File: config.mk
export PLATFORM = sky130hd
export DESIGN_NAME = interrupt_controller
export DESIGN_NICKNAME = d
export VERILOG_FILES = /design/src/rtl/int_ctrl_pkg.sv /design/src/rtl/int_gateway.sv /design/src/rtl/interrupt_controller.sv
export SDC_FILE = /design/constraint.sdc
export NUM_CORES = 1
export LEC_CHECK = 0
export ABC_AREA = 1
export BUFFER_PORTS_ARGS = -buffer_cell sky130_fd_sc_hd__buf_2
export CELL_PAD_IN_SITES_DETAIL_PLACEMENT = 1
export CELL_PAD_IN_SITES_GLOBAL_PLACEMENT = 2
export CORE_UTILIZATION = 24
export CTS_BUF_LIST = sky130_fd_sc_hd__clkbuf_16
export CTS_CLUSTER_DIAMETER = 150
export DETAILED_ROUTE_END_ITERATION = 7
export PLACE_DENSITY = 0.77
export SLEW_MARGIN = 10
export SYNTH_ARGS = -nofsm -noshare
export SYNTH_HDL_FRONTEND = slang
export SYNTH_SLANG_ARGS = --single-unit
File: constraint.sdc
create_clock -name clk -period 1.57 [get_ports clk]
set_input_delay 0.314 -clock clk [delete_from_list [all_inputs] [get_ports clk]]
set_output_delay 0.314 -clock clk [all_outputs]
set_load 0.01 [all_outputs]
File: src/rtl/int_ctrl_pkg.sv
// int_ctrl_pkg: register offsets, ID width and ID type shared by the interrupt controller.
package int_ctrl_pkg;
    localparam int INT_ID_WIDTH = 5;
    localparam logic [1:0] INT_REG_PENDING = 2'd0;
    localparam logic [1:0] INT_REG_ENABLE = 2'd1;
    localparam logic [1:0] INT_REG_CLAIM = 2'd2;
    typedef logic [INT_ID_WIDTH-1:0] int_id_t;
endpackage

File: src/rtl/int_gateway.sv
// int_gateway: per-source pending/in-service state behind an optional src synchronizer.
// Build option INT_CTRL_SYNC_EN inserts a 2-flop synchronizer ahead of the pending logic.
module int_gateway (
    input  logic clk,
    input  logic reset_n,
    input  logic src_i,
    input  logic claim_i,
    input  logic complete_i,
    output logic pending_o,
    output logic in_service_o
);
    logic src_s, pending_q, pending_d, in_service_q, in_service_d;
`ifdef INT_CTRL_SYNC_EN
    logic [1:0] sync_q;
    always_ff @(posedge clk or negedge reset_n)
        if (!reset_n) sync_q <= '0;
        else sync_q <= {sync_q[0], src_i};
    assign src_s = sync_q[1];
`else
    assign src_s = src_i;
`endif
    // claim beats a coincident src level; a source in service cannot re-pend until completed
    always_comb begin
        pending_d    = claim_i ? 1'b0 : pending_q | (src_s & ~in_service_q);
        in_service_d = claim_i | (in_service_q & ~complete_i);
    end
    always_ff @(posedge clk or negedge reset_n)
        if (!reset_n) begin
            pending_q    <= 1'b0;
            in_service_q <= 1'b0;
        end else begin
            pending_q    <= pending_d;
            in_service_q <= in_service_d;
        end
    assign pending_o = pending_q;
    assign in_service_o = in_service_q;
endmodule

File: src/rtl/interrupt_controller.sv
// interrupt_controller: level-sensitive external interrupt controller with ENABLE mask,
// lowest-ID claim/complete register port and a single ext_int request (see INT_CTRL_SYNC_EN).
module interrupt_controller
    import int_ctrl_pkg::*;
#(
    parameter int NUM_SOURCES = 8
) (
    input  logic                   clk,
    input  logic                   reset_n,
    input  logic [NUM_SOURCES-1:0] src,
    input  logic                   enable_n,
    input  logic                   is_write,
    input  logic [3:0]             addr,
    input  logic [31:0]            in,
    output logic [31:0]            out,
    output logic                   addr_fault,
    output logic                   ext_int
);
    logic [NUM_SOURCES-1:0] enable_q, enable_d, pending, in_service, active, claim, complete;
    logic [1:0] sel;
    logic rd, wr, unused;
    int_id_t claim_id;
    assign sel = addr[3:2];
    assign addr_fault = ~enable_n & (addr[1:0] != 2'b00);
    assign rd = ~enable_n & ~addr_fault & ~is_write;
    assign wr = ~enable_n & ~addr_fault & is_write;
    assign active = pending & enable_q;
    assign ext_int = |active;
    assign unused = ^in;
    // scan downward so the lowest active ID is the last assignment
    always_comb begin
        claim_id = '0;
        for (int i = NUM_SOURCES - 1; i >= 0; i--)
            if (active[i]) claim_id = int_id_t'(i + 1);
    end
    always_comb begin
        enable_d = (wr && sel == INT_REG_ENABLE) ? in[NUM_SOURCES-1:0] : enable_q;
        out = !rd ? '0 :
              sel == INT_REG_PENDING ? 32'(pending) :
              sel == INT_REG_ENABLE  ? 32'(enable_q) :
              sel == INT_REG_CLAIM   ? 32'(claim_id) : '0;
    end
    always_ff @(posedge clk or negedge reset_n)
        if (!reset_n) enable_q <= '0;
        else enable_q <= enable_d;
    for (genvar g = 0; g < NUM_SOURCES; g++) begin : gw
        assign claim[g] = rd && sel == INT_REG_CLAIM && claim_id == int_id_t'(g + 1);
        assign complete[g] = wr && sel == INT_REG_CLAIM && in[INT_ID_WIDTH-1:0] == int_id_t'(g + 1)
                             && in_service[g];
        int_gateway u_gw (
            .clk         (clk),
            .reset_n     (reset_n),
            .src_i       (src[g]),
            .claim_i     (claim[g]),
            .complete_i  (complete[g]),
            .pending_o   (pending[g]),
            .in_service_o(in_service[g])
        );
    end
endmodule
==> impl_metrics.json, run 1 <==
{
  "vias": 1552,
  "period_minus_slack_ns": 1.841,
  "die_area_sq_mm": 0.007100,
  "yosys_warnings": 0,
  "finalSetupViolCount": 5,
  "fp.dieH_microns": 84.26,
  "synthCells": 213,
  "core_sq_mm": 0.006459,
  "worstSkewPairLatency_ns": 0.26,
  "hold_violations": 0,
  "synthTopCellsByArea": "dfrtp_1 37%, nand2_1 14%, buf_4 11%, inv_1 6.5%, nor2_4 4.9%",
  "synth_edf_count": 0,
  "crit_path_end_kind": "primary output",
  "cts_num_sinks": 24,
  "grt_setup_unrepaired": "true",
  "r2r-start": "gw[0].u_gw.pending_o$_DFF_PN0_",
  "required_ns": 1.26,
  "area_growth_pct": 42.37,
  "grt_overflow": 0,
  "row_count": 29,
  "synth.lib_cells_used.distinct": 28,
  "ys_ff_latch": 24,
  "vdd_drop_max_mv": 0.3832,
  "portBuffers": 33,
  "worstReg2RegEnd": "gw[3].u_gw.pending_o$_DFF_PN0_",
  "path_clk_slew_ns": 0.07,
  "powerDensity_mw_per_mm2": 955.1,
  "pin_count": 82,
  "synth_common_cells": "60 x nand2_1, 28 x inv_1, 24 x buf_4, 24 x dfrtp_1, 11 x a21oi_1",
  "place_congestion": 0.7884,
  "drtIter0Drc": 60,
  "hold_class": "input pin to asynchronous set/reset pin",
  "synth_top_family_by_area": "simple AND/OR/NAND/NOR gates",
  "ys_seq_area_share_pct": 36.98,
  "via_per_inst": 4.252,
  "maxCapViolCount": 0,
  "die_w_microns": 84.26,
  "p_total_mw": 2.209,
  "synthAdderAreaFrac_pct": 0,
  "violations": "design-rule violations, negative setup slack",
  "initial_core_util_pct": 25.15,
  "async_reset_ff_share_pct": 100.0,
  "crit_arrival_ns": 1.53,
  "cts_hold_buf": 0,
  "cts_root_buf": "clkbuf_16",
  "cts_tree": "yes",
  "netlist_area_sq_mm": 0.001624,
  "finalWirelength_microns": 4878,
  "synth_flop_cell": "dfrtp_1",
  "synth_compound_area_share_pct": 11.09,
  "multi_input_area_sq_um": 894.6,
  "drive_above_1_share_pct": 45.14,
  "avgSynthCellArea_sq_um": 7.625,
  "crit_type": "flip-flop to primary output",
  "synthXorXnorAreaFrac_pct": 0,
  "setup_slack_ns": -0.2715,
  "muxShareOfSynthArea_pct": 3.467,
  "antenna_found_initial": 0,
  "grt_pass1_wl_microns": 7797,
  "synthSimpleGateAreaFrac_pct": 28.51,
  "max_freq_mhz": 543.0,
  "status": "complete, but fails checks",
  "relSlewSlack_pct": 60.98,
  "first_pass_iters": 6,
  "diodes": 0,
  "cts_made_buffers": 3,
  "leakage_nw": 1.202,
  "dp_hpwl_microns": 3733,
  "grt_max_degree": 25,
  "r2r_cells": 9,
  "yosysMostFrequentCell": "nand2_1",
  "antenna_left": 0,
  "worstPathMaxFanout": 3,
  "slew_viol_final": 0,
  "fillers": 810,
  "start_kind": "flip-flop",
  "tightestPinTransition_ns": 0.5854,
  "post-route-util_pct": 35.80,
  "fin_nets": 337,
  "synth_top_area_cell": "dfrtp_1",
  "finalClockSkew_ns": 0.005772,
  "wl_per_cell_microns": 13.36,
  "reg2reg_slack_ns": 0.03,
  "regArea_sq_um": 600.6,
  "drc": 6,
  "synth_top_area_share_pct": 36.98,
  "track_usage_pct": 14.11,
  "htree_levels": 1,
  "clockBufferDepth": 2,
  "min_period_over_period_pct": 117.3,
  "grt_pass1_vias": 1613
}
timing repair:
item / CTS / global route
endpoints found under the setup margin: 9 / 19
resized for setup: 16 / 24
buffers inserted: 10 / 7
pin swaps: 13 / 10
layout by cell type (no fill, tap or decap), types with 2 or more instances in the layout:
master / count
buf_6: 5
nor2_4: 8
nand4_1: 2
nor2_1: 6
nand2_1: 43
nand3_1: 2
buf_4: 36
o31ai_1: 2
o21bai_1: 3
mux2_1: 4
nand2_2: 19
dfrtp_1: 24
o21ai_1: 3
o21ai_0: 8
a21oi_2: 2
buf_2: 32
nor2_2: 3
nor3_1: 2
nand3_2: 3
clkbuf_16: 3
inv_2: 8
nand2_4: 2
o21ai_2: 2
a21oi_1: 9
conb_1: 24
inv_1: 25
area by class of cell:
class                           instances  share of cell area, %
Inverter                               34                  5.574
Multi-Input combinational cell        153                  38.69
Clock buffer                            3                  3.247
Timing Repair Buffer                   73                  21.05
Clock inverter                          1                  1.299
Sequential cell                        24                  25.97
Tap cell                               77                  4.167
how the worst max path moves through the flow:
stage | slack [ns] | cells past startpoint | endpoint | from
3_5_place_dp | -0.07 | 8 | out[3] | gw[2].u_gw.pending_o$_DFF_PN0_
5_1_grt | -0.35 | 8 | out[3] | gw[0].u_gw.pending_o$_DFF_PN0_
6_report | -0.27 | 8 | out[3] | gw[0].u_gw.pending_o$_DFF_PN0_
4_1_cts | -0.31 | 8 | out[3] | gw[2].u_gw.pending_o$_DFF_PN0_
2_1_floorplan | 0.13 | 7 | out[3] | gw[0].u_gw.pending_o$_DFF_PN0_
3_3_place_gp | -0.04 | 6 | out[2] | addr[2]
per-stage QoR:
step / TNS [ns] / hold slack (ns) / cell area [sq um] / worst slack, ns / cells
2_1_floorplan: 0 / 0.01841 / 1710 / 0.1301 / 236
3_3_place_gp: -0.1059 / 0.3475 / 1976 / -0.03859 / 347
3_5_place_dp: -0.2138 / 0.3495 / 1976 / -0.06579 / 347
4_1_cts: -1.119 / 0.06381 / 2198 / -0.3116 / 361
5_1_grt: -1.460 / 0.08572 / 2312 / -0.3487 / 365
6_report: -0.9361 / 0.04551 / 2312 / -0.2715 / 365
where the power goes:
group / total (mW) / switching [mW] / internal, mW / leakage, nW
clock network: 0.744 / 0.236 / 0.508 / 0.0511
registers: 0.733 / 0.0448 / 0.688 / 0.277
logic: 0.732 / 0.398 / 0.334 / 0.874
total: 2.21 / 0.678 / 1.53 / 1.20
worst max-delay path: stages, from the launching register on:
cell and delay [ns]:
dfrtp_1 0.41, nand2_2 0.10, inv_2 0.05, nor2_4 0.15, nand2_2 0.08, nor2_2 0.11, nand2_1 0.08, a31oi_1 0.13
buf_2 0.15
cells by family after synthesis:
family          count (synthesis)
simple gates                   92
buf+inv                        59
compound gates                 32
flops                          24
mux                             5
other cells                     1
sequential cells by signal, indices dropped and copies added, names as in the netlist:
register,flops
gw.u_gw.in_service_o,8
enable_q,8
gw.u_gw.pending_o,8
per-layer routing:
metal | wire (microns) | vias to the layer above | global-route usage [%] | share of wire, %
met5 | 0 | - | 0 | 0
met4 | 60 | 0 | 4.702 | 1.2
met3 | 218 | 5 | 2.163 | 4.5
met2 | 2382 | 43 | 24.66 | 49
met1 | 2216 | 733 | 17.75 | 45
li1 | - | 771 | - | -
No activity file was read; power rests on OpenSTA's default activity.
==> inputs of run 2 (changes only) <==
SKIP_CTS_REPAIR_TIMING = 1   (was default)
==> run 2 against run 1 <==
- the run still ends with design-rule violations, negative setup slack left
- sequential power barely moved
- clock skew barely moved
- hold slack got worse by 0.0056 ns
- combinational power fell by 17%
- via count fell by 3.6%
- core utilization fell by 2.1 points
- routed wire length fell by 4.2%
- die area did not move
- sequential cell count did not move
- sequential share of layout area rose by 1.6 points
- critical path type unchanged
- critical endpoint unchanged
- highest routed layer unchanged
==> impl_metrics.json, run 2 (same netlist as run 1, synthesis figures left out) <==
{
  "status": "complete, but fails checks",
  "violations": "design-rule violations, negative setup slack",
  "hold_class": "input pin to asynchronous set/reset pin",
  "layout.cells.most_common": "nand2_1",
  "worstPathCellList": "nand2_2 -> nand2_2 -> nor2_4 -> nand2_2 -> nor2_2 -> nand2_1 -> a31oi_1 -> buf_2",
  "finalNonFillerCells": 356,
  "slew_viol_final": 0,
  "p_total_mw": 2.084,
  "preCtsSetupSlack_ns": -0.06579,
  "crit_slowest_cell": "dfrtp_1",
  "first_pass_iters": 6,
  "setup_slack_ns": -0.2926,
  "worstSkewPairLatency_ns": 0.26,
  "track_usage_pct": 13.67,
  "crit_path_end_kind": "primary output",
  "htree_levels": 1,
  "dr_wl_met2_microns": 2246,
  "leakage_nw": 1.157,
  "cts_made_buffers": 3,
  "initial_core_util_pct": 25.15,
  "worstPathMaxFanout": 3,
  "min_period_over_period_pct": 118.6,
  "grt_overflow": 0,
  "die_area_sq_mm": 0.007100,
  "area_growth_pct": 34.13,
  "antenna_found_initial": 0,
  "maxCapViolCount": 0,
  "worstReg2RegEnd": "gw[3].u_gw.pending_o$_DFF_PN0_",
  "required_ns": 1.26,
  "grt_max_degree": 25,
  "hold_ws_ns": 0.03988,
  "core_sq_mm": 0.006459,
  "finalSetupViolCount": 5,
  "reg2reg_slack_ns": 0.05,
  "crit_type": "flip-flop to primary output",
  "wl_met1_microns": 2178,
  "cts_num_sinks": 24,
  "tightestPinTransition_ns": 0.5735,
  "fin_area_sq_mm": 0.002178,
  "finalClockSkew_ns": 0.005434,
  "place_congestion": 0.7884,
  "diodes": 0,
  "via_per_inst": 4.202,
  "antenna_left": 0,
  "grt_setup_unrepaired": "true",
  "r2r-start": "gw[1].u_gw.pending_o$_DFF_PN0_",
  "max_freq_mhz": 536.9,
  "relSlewSlack_pct": 61.76,
  "row_count": 29,
  "drc": 6,
  "drive_above_1_share_pct": 38.71,
  "r2r_cells": 9,
  "hold_violations": 0,
  "drtIter0Drc": 47,
  "dr_wl_met3_microns": 186,
  "fillers": 823,
  "vdd_drop_max_mv": 0.3907,
  "grt_pass1_wl_microns": 7534,
  "fin_nets": 328,
  "wl_per_cell_microns": 13.12,
  "final_cell_mix": "50 x nand2_1, 33 x buf_2, 30 x buf_4",
  "start_kind": "flip-flop",
  "dpl-instance-area_sq_mm": 0.001976,
  "powerDensity_mw_per_mm2": 956.5,
  "cts_tree": "yes",
  "clockBufferDepth": 2,
  "vias": 1496,
  "cts_root_buf": "clkbuf_16",
  "post-route-util_pct": 33.73,
  "fp.dieH_microns": 84.26,
  "slowest_delay_ns": 0.39,
  "path_clk_slew_ns": 0.07,
  "placed_cells": 347,
  "top_layer": "met4",
  "portBuffers": 33,
  "period_minus_slack_ns": 1.863,
  "finalWirelength_microns": 4672,
  "cp_common_cell": "nand2_2",
  "grt_pass1_vias": 1549,
  "dp_hpwl_microns": 3733,
  "pin_count": 82,
  "die_w_microns": 84.26,
  "crit_arrival_ns": 1.55,
  "setup_tns_ns": -0.9299
}
==> run 2: power by group <==
| part | switching (mW) | total (mW) | internal [mW] |
|---|---|---|---|
| logic | 0.350 | 0.608 | 0.258 |
| clock network | 0.235 | 0.743 | 0.508 |
| registers | 0.0443 | 0.733 | 0.688 |
| total | 0.629 | 2.08 | 1.45 |
==> run 2: how the worst max path moves through the flow <==
stage | from | slack (ns) | endpoint | depth (start not counted)
2_1_floorplan | gw[0].u_gw.pending_o$_DFF_PN0_ | 0.13 | out[3] | 7
3_3_place_gp | addr[2] | -0.04 | out[2] | 6
3_5_place_dp | gw[2].u_gw.pending_o$_DFF_PN0_ | -0.07 | out[3] | 8
4_1_cts | gw[2].u_gw.pending_o$_DFF_PN0_ | -0.36 | out[3] | 8
5_1_grt | enable_q[2]$_DFFE_PN0P_ | -0.39 | out[3] | 8
6_report | gw[1].u_gw.pending_o$_DFF_PN0_ | -0.29 | out[3] | 8
==> run 2: area by class of cell <==
class | instances | area (sq um) | share of cell area, %
multi-input combinational | 153 | 845.8 | 38.83
sequential | 24 | 600.6 | 27.57
timing repair buffer | 64 | 401.6 | 18.44
inverter | 34 | 128.9 | 5.916
tap | 77 | 96.34 | 4.423
clock buffer | 3 | 75.07 | 3.446
clock inverter | 1 | 30.03 | 1.379
==> run 2: routing by layer <==
metal / GRT usage [%] / up-vias
met4: 4.702 / 0
met3: 2.163 / 5
li1: - / 749
met1: 17.57 / 704
met5: 0 / -
met2: 23.32 / 38
==> run 2: critical path: cells and delay by family, from the launching register on <==
kind | cells | cell delay [ns]
flip-flops | 1 | 0.39
AO/OA/AOI/OAI | 1 | 0.13
AND/OR/NAND/NOR | 6 | 0.59
buffers and inverters | 1 | 0.15
==> inputs of run 3 (changes only) <==
ABC_AREA = default   (was 1)
CORE_UTILIZATION = 25   (was 24)
==> run 3 against run 2 <==
- sequential share of layout area down 2.0 points
- die area is 7.0% lower
- the flow finishes with violations (negative setup slack)
- setup slack got worse by 0.18 ns
- core utilization grew 5.6 points
- non-clock buffer count increased by 19
- highest routed layer unchanged
==> impl_metrics.json, run 3 <==
{
  "status": "complete, but fails checks",
  "violations": "negative setup slack",
  "r2r-start": "gw[4].u_gw.pending_o$_DFF_PN0_",
  "min_period_over_period_pct": 130.3,
  "synthCells": 168,
  "drc": 0,
  "diodes": 0,
  "p_total_mw": 2.290,
  "setup_slack_ns": -0.4754,
  "synth_edf_count": 0,
  "reg2reg_slack_ns": -0.19,
  "finalSetupViolCount": 24,
  "fillers": 714,
  "placed_cells": 318,
  "grt_setup_unrepaired": "true",
  "swShare_pct": 34.00,
  "finalNonFillerCells": 327,
  "finalWirelength_microns": 5086,
  "cp.depth": 5,
  "fin_nets": 301,
  "max_freq_mhz": 488.9,
  "r2r_cells": 5,
  "antenna_left": 0,
  "hold_violations": 0,
  "crit_slowest_cell": "dfrtp_1",
  "power.internal_mw": 1.512,
  "crit_path_end": "out[1]",
  "vias": 1545,
  "cp_num_buf_inv": 1,
  "finalClockSkew_ns": 0.002031,
  "crit_path_end_kind": "primary output",
  "power.switching_mw": 0.7787,
  "clockBufferDepth": 2,
  "htree_levels": 1,
  "worstReg2RegEnd": "gw[1].u_gw.in_service_o$_DFF_PN0_",
  "dpl-instance-area_sq_mm": 0.002082,
  "track_usage_pct": 14.75,
  "first_pass_iters": 4,
  "grt_pass1_wl_microns": 7293,
  "required_ns": 1.26,
  "crit_type": "flip-flop to primary output",
  "avgSynthCellArea_sq_um": 9.347,
  "row_count": 28,
  "cts_num_sinks": 24,
  "start_kind": "flip-flop",
  "die_area_sq_mm": 0.006602,
  "synth_common_cells": "24 x buf_4, 24 x dfrtp_1, 12 x a21oi_1, 12 x nand2_1, 11 x nor2_1",
  "leakage_nw": 1.085,
  "portBuffers": 33,
  "core_sq_mm": 0.005991,
  "vdd_drop_max_mv": 0.4580,
  "tightestPinTransition_ns": 0.5729,
  "p_seq_share_pct": 33.9,
  "slew_viol_final": 0,
  "place_congestion": 0.8782,
  "synth_flop_cell": "dfrtp_1",
  "die_w_microns": 81.25,
  "powerDensity_mw_per_mm2": 972.2,
  "maxCapViolCount": 0,
  "grt_pass1_vias": 1497,
  "initial_core_util_pct": 26.21,
  "hold_ws_ns": 0.04319,
  "p_clk_share_pct": 24.8,
  "worstSkewPairLatency_ns": 0.26,
  "drive_above_1_share_pct": 49.60,
  "ys_seq_area_share_pct": 38.25,
  "relSlewSlack_pct": 61.80,
  "fin_area_sq_mm": 0.002356,
  "crit_arrival_ns": 1.73,
  "worstPathCellList": "a22o_4 -> o21a_1 -> or3_1 -> a21oi_2 -> buf_2",
  "area_growth_pct": 50.04,
  "synth.lib_cells_used.distinct": 45,
  "fp.dieH_microns": 81.25,
  "dp_hpwl_microns": 3711,
  "ys_ff_latch": 24,
  "worstPathMaxFanout": 4,
  "netlist_area_sq_mm": 0.001570,
  "final_cell_mix": "45 x buf_4, 31 x buf_2, 24 x conb_1",
  "synthTopCellsByArea": "dfrtp_1 38%, buf_4 11%, mux2_2 5.7%, a21oi_1 3.8%, mux2i_1 3.8%",
  "path_clk_slew_ns": 0.06,
  "period_minus_slack_ns": 2.045,
  "drtIter0Drc": 56,
  "grt_max_degree": 25,
  "slowest_delay_ns": 0.40,
  "synth_top_area_cell": "dfrtp_1",
  "yosys_warnings": 0,
  "startpoint": "gw[4].u_gw.pending_o$_DFF_PN0_",
  "via_per_inst": 4.725,
  "synth_top_area_share_pct": 38.25,
  "comb_power_share_pct": 41.3,
  "layout.cells.most_common": "buf_4",
  "cts_made_buffers": 3,
  "antenna_found_initial": 0,
  "grt_overflow": 0,
  "wl_per_cell_microns": 15.55,
  "cts_tree": "yes",
  "async_reset_ff_share_pct": 100.0,
  "hold_class": "input pin to asynchronous set/reset pin",
  "critPathTopFamily": "compound AO/OA/AOI/OAI gates",
  "cts_root_buf": "clkbuf_16",
  "pin_count": 82
}
==> run 3: changes by cell type after synthesis, moves of 3 or more <==
cell      before  now
nand2b_1       0    3
inv_1         28    6
o21bai_1       3    0
nor2_4         7    0
nand2_2        4    0
mux2i_1        0    6
mux2_2         1    8
nor2b_1        0    3
inv_2          5    0
mux2_1         4    0
nand2_1       60   12
and2_1         0    3
o21ai_0       10    7
nor2_1         8   11
==> run 3: logic make-up after synthesis <==
group	Yosys count	share of synthesized area (%)
flops	24	38.25
simple gates	54	19.44
compound gates	43	19.12
mux	14	9.562
other cells	1	0.2388
buf+inv	32	13.39
==> run 3: through the flow <==
step                      worst slack (ns)  TNS, ns  util, %
final                              -0.4754   -3.308    39.33
after global routing               -0.5047   -5.319    39.33
after CTS                          -0.4714   -4.483    36.07
after detailed placement           -0.3720   -3.671    34.75
after global placement             -0.3556   -3.298    34.75
after floorplan                   -0.09054  -0.5006        -
==> run 3: layout make-up <==
| class | count | area, sq um | share of cell area (%) |
|---|---|---|---|
| multi-input cells | 135 | 982.2 | 41.69 |
| flip-flops and latches | 24 | 603.1 | 25.60 |
| repair buffers | 83 | 575.6 | 24.43 |
| well taps | 75 | 93.84 | 3.983 |
| clock buffers | 3 | 75.07 | 3.186 |
| inverters | 6 | 22.52 | 0.9559 |
| clock inverters | 1 | 3.754 | 0.1593 |
==> run 3: how the worst min path moves through the flow <==
stage	from	endpoint	slack (ns)	cells past startpoint
floorplan	reset_n	enable_q[0]$_DFFE_PN0P_	0.02	0
global placement	reset_n	gw[1].u_gw.pending_o$_DFF_PN0_	0.34	1
detailed placement	reset_n	gw[2].u_gw.in_service_o$_DFF_PN0_	0.34	1
CTS	reset_n	gw[2].u_gw.in_service_o$_DFF_PN0_	0.07	1
global route	reset_n	gw[2].u_gw.pending_o$_DFF_PN0_	0.09	1
finish	reset_n	gw[2].u_gw.in_service_o$_DFF_PN0_	0.04	1
==> run 3: layer usage <==
layer / GRT usage [%] / vias to the layer above / wire [microns]
met3: 2.022 / 7 / 173
met1: 20.19 / 767 / 2323
met2: 23.78 / 43 / 2529
li1: - / 728 / -
met4: 4.821 / 0 / 59
met5: 0 / - / 0
==> run 3: power by group through the flow <==
stage / Clock (mW) / Combinational, mW / Sequential (mW)
3_5_place_dp: 0 / 0.763 / 0.777
4_1_cts: 0.572 / 0.771 / 0.766
5_1_grt: 0.599 / 1.02 / 0.791
2_1_floorplan: 0 / 0.404 / 0.773
3_3_place_gp: 0 / 0.743 / 0.772
6_report: 0.567 / 0.946 / 0.777
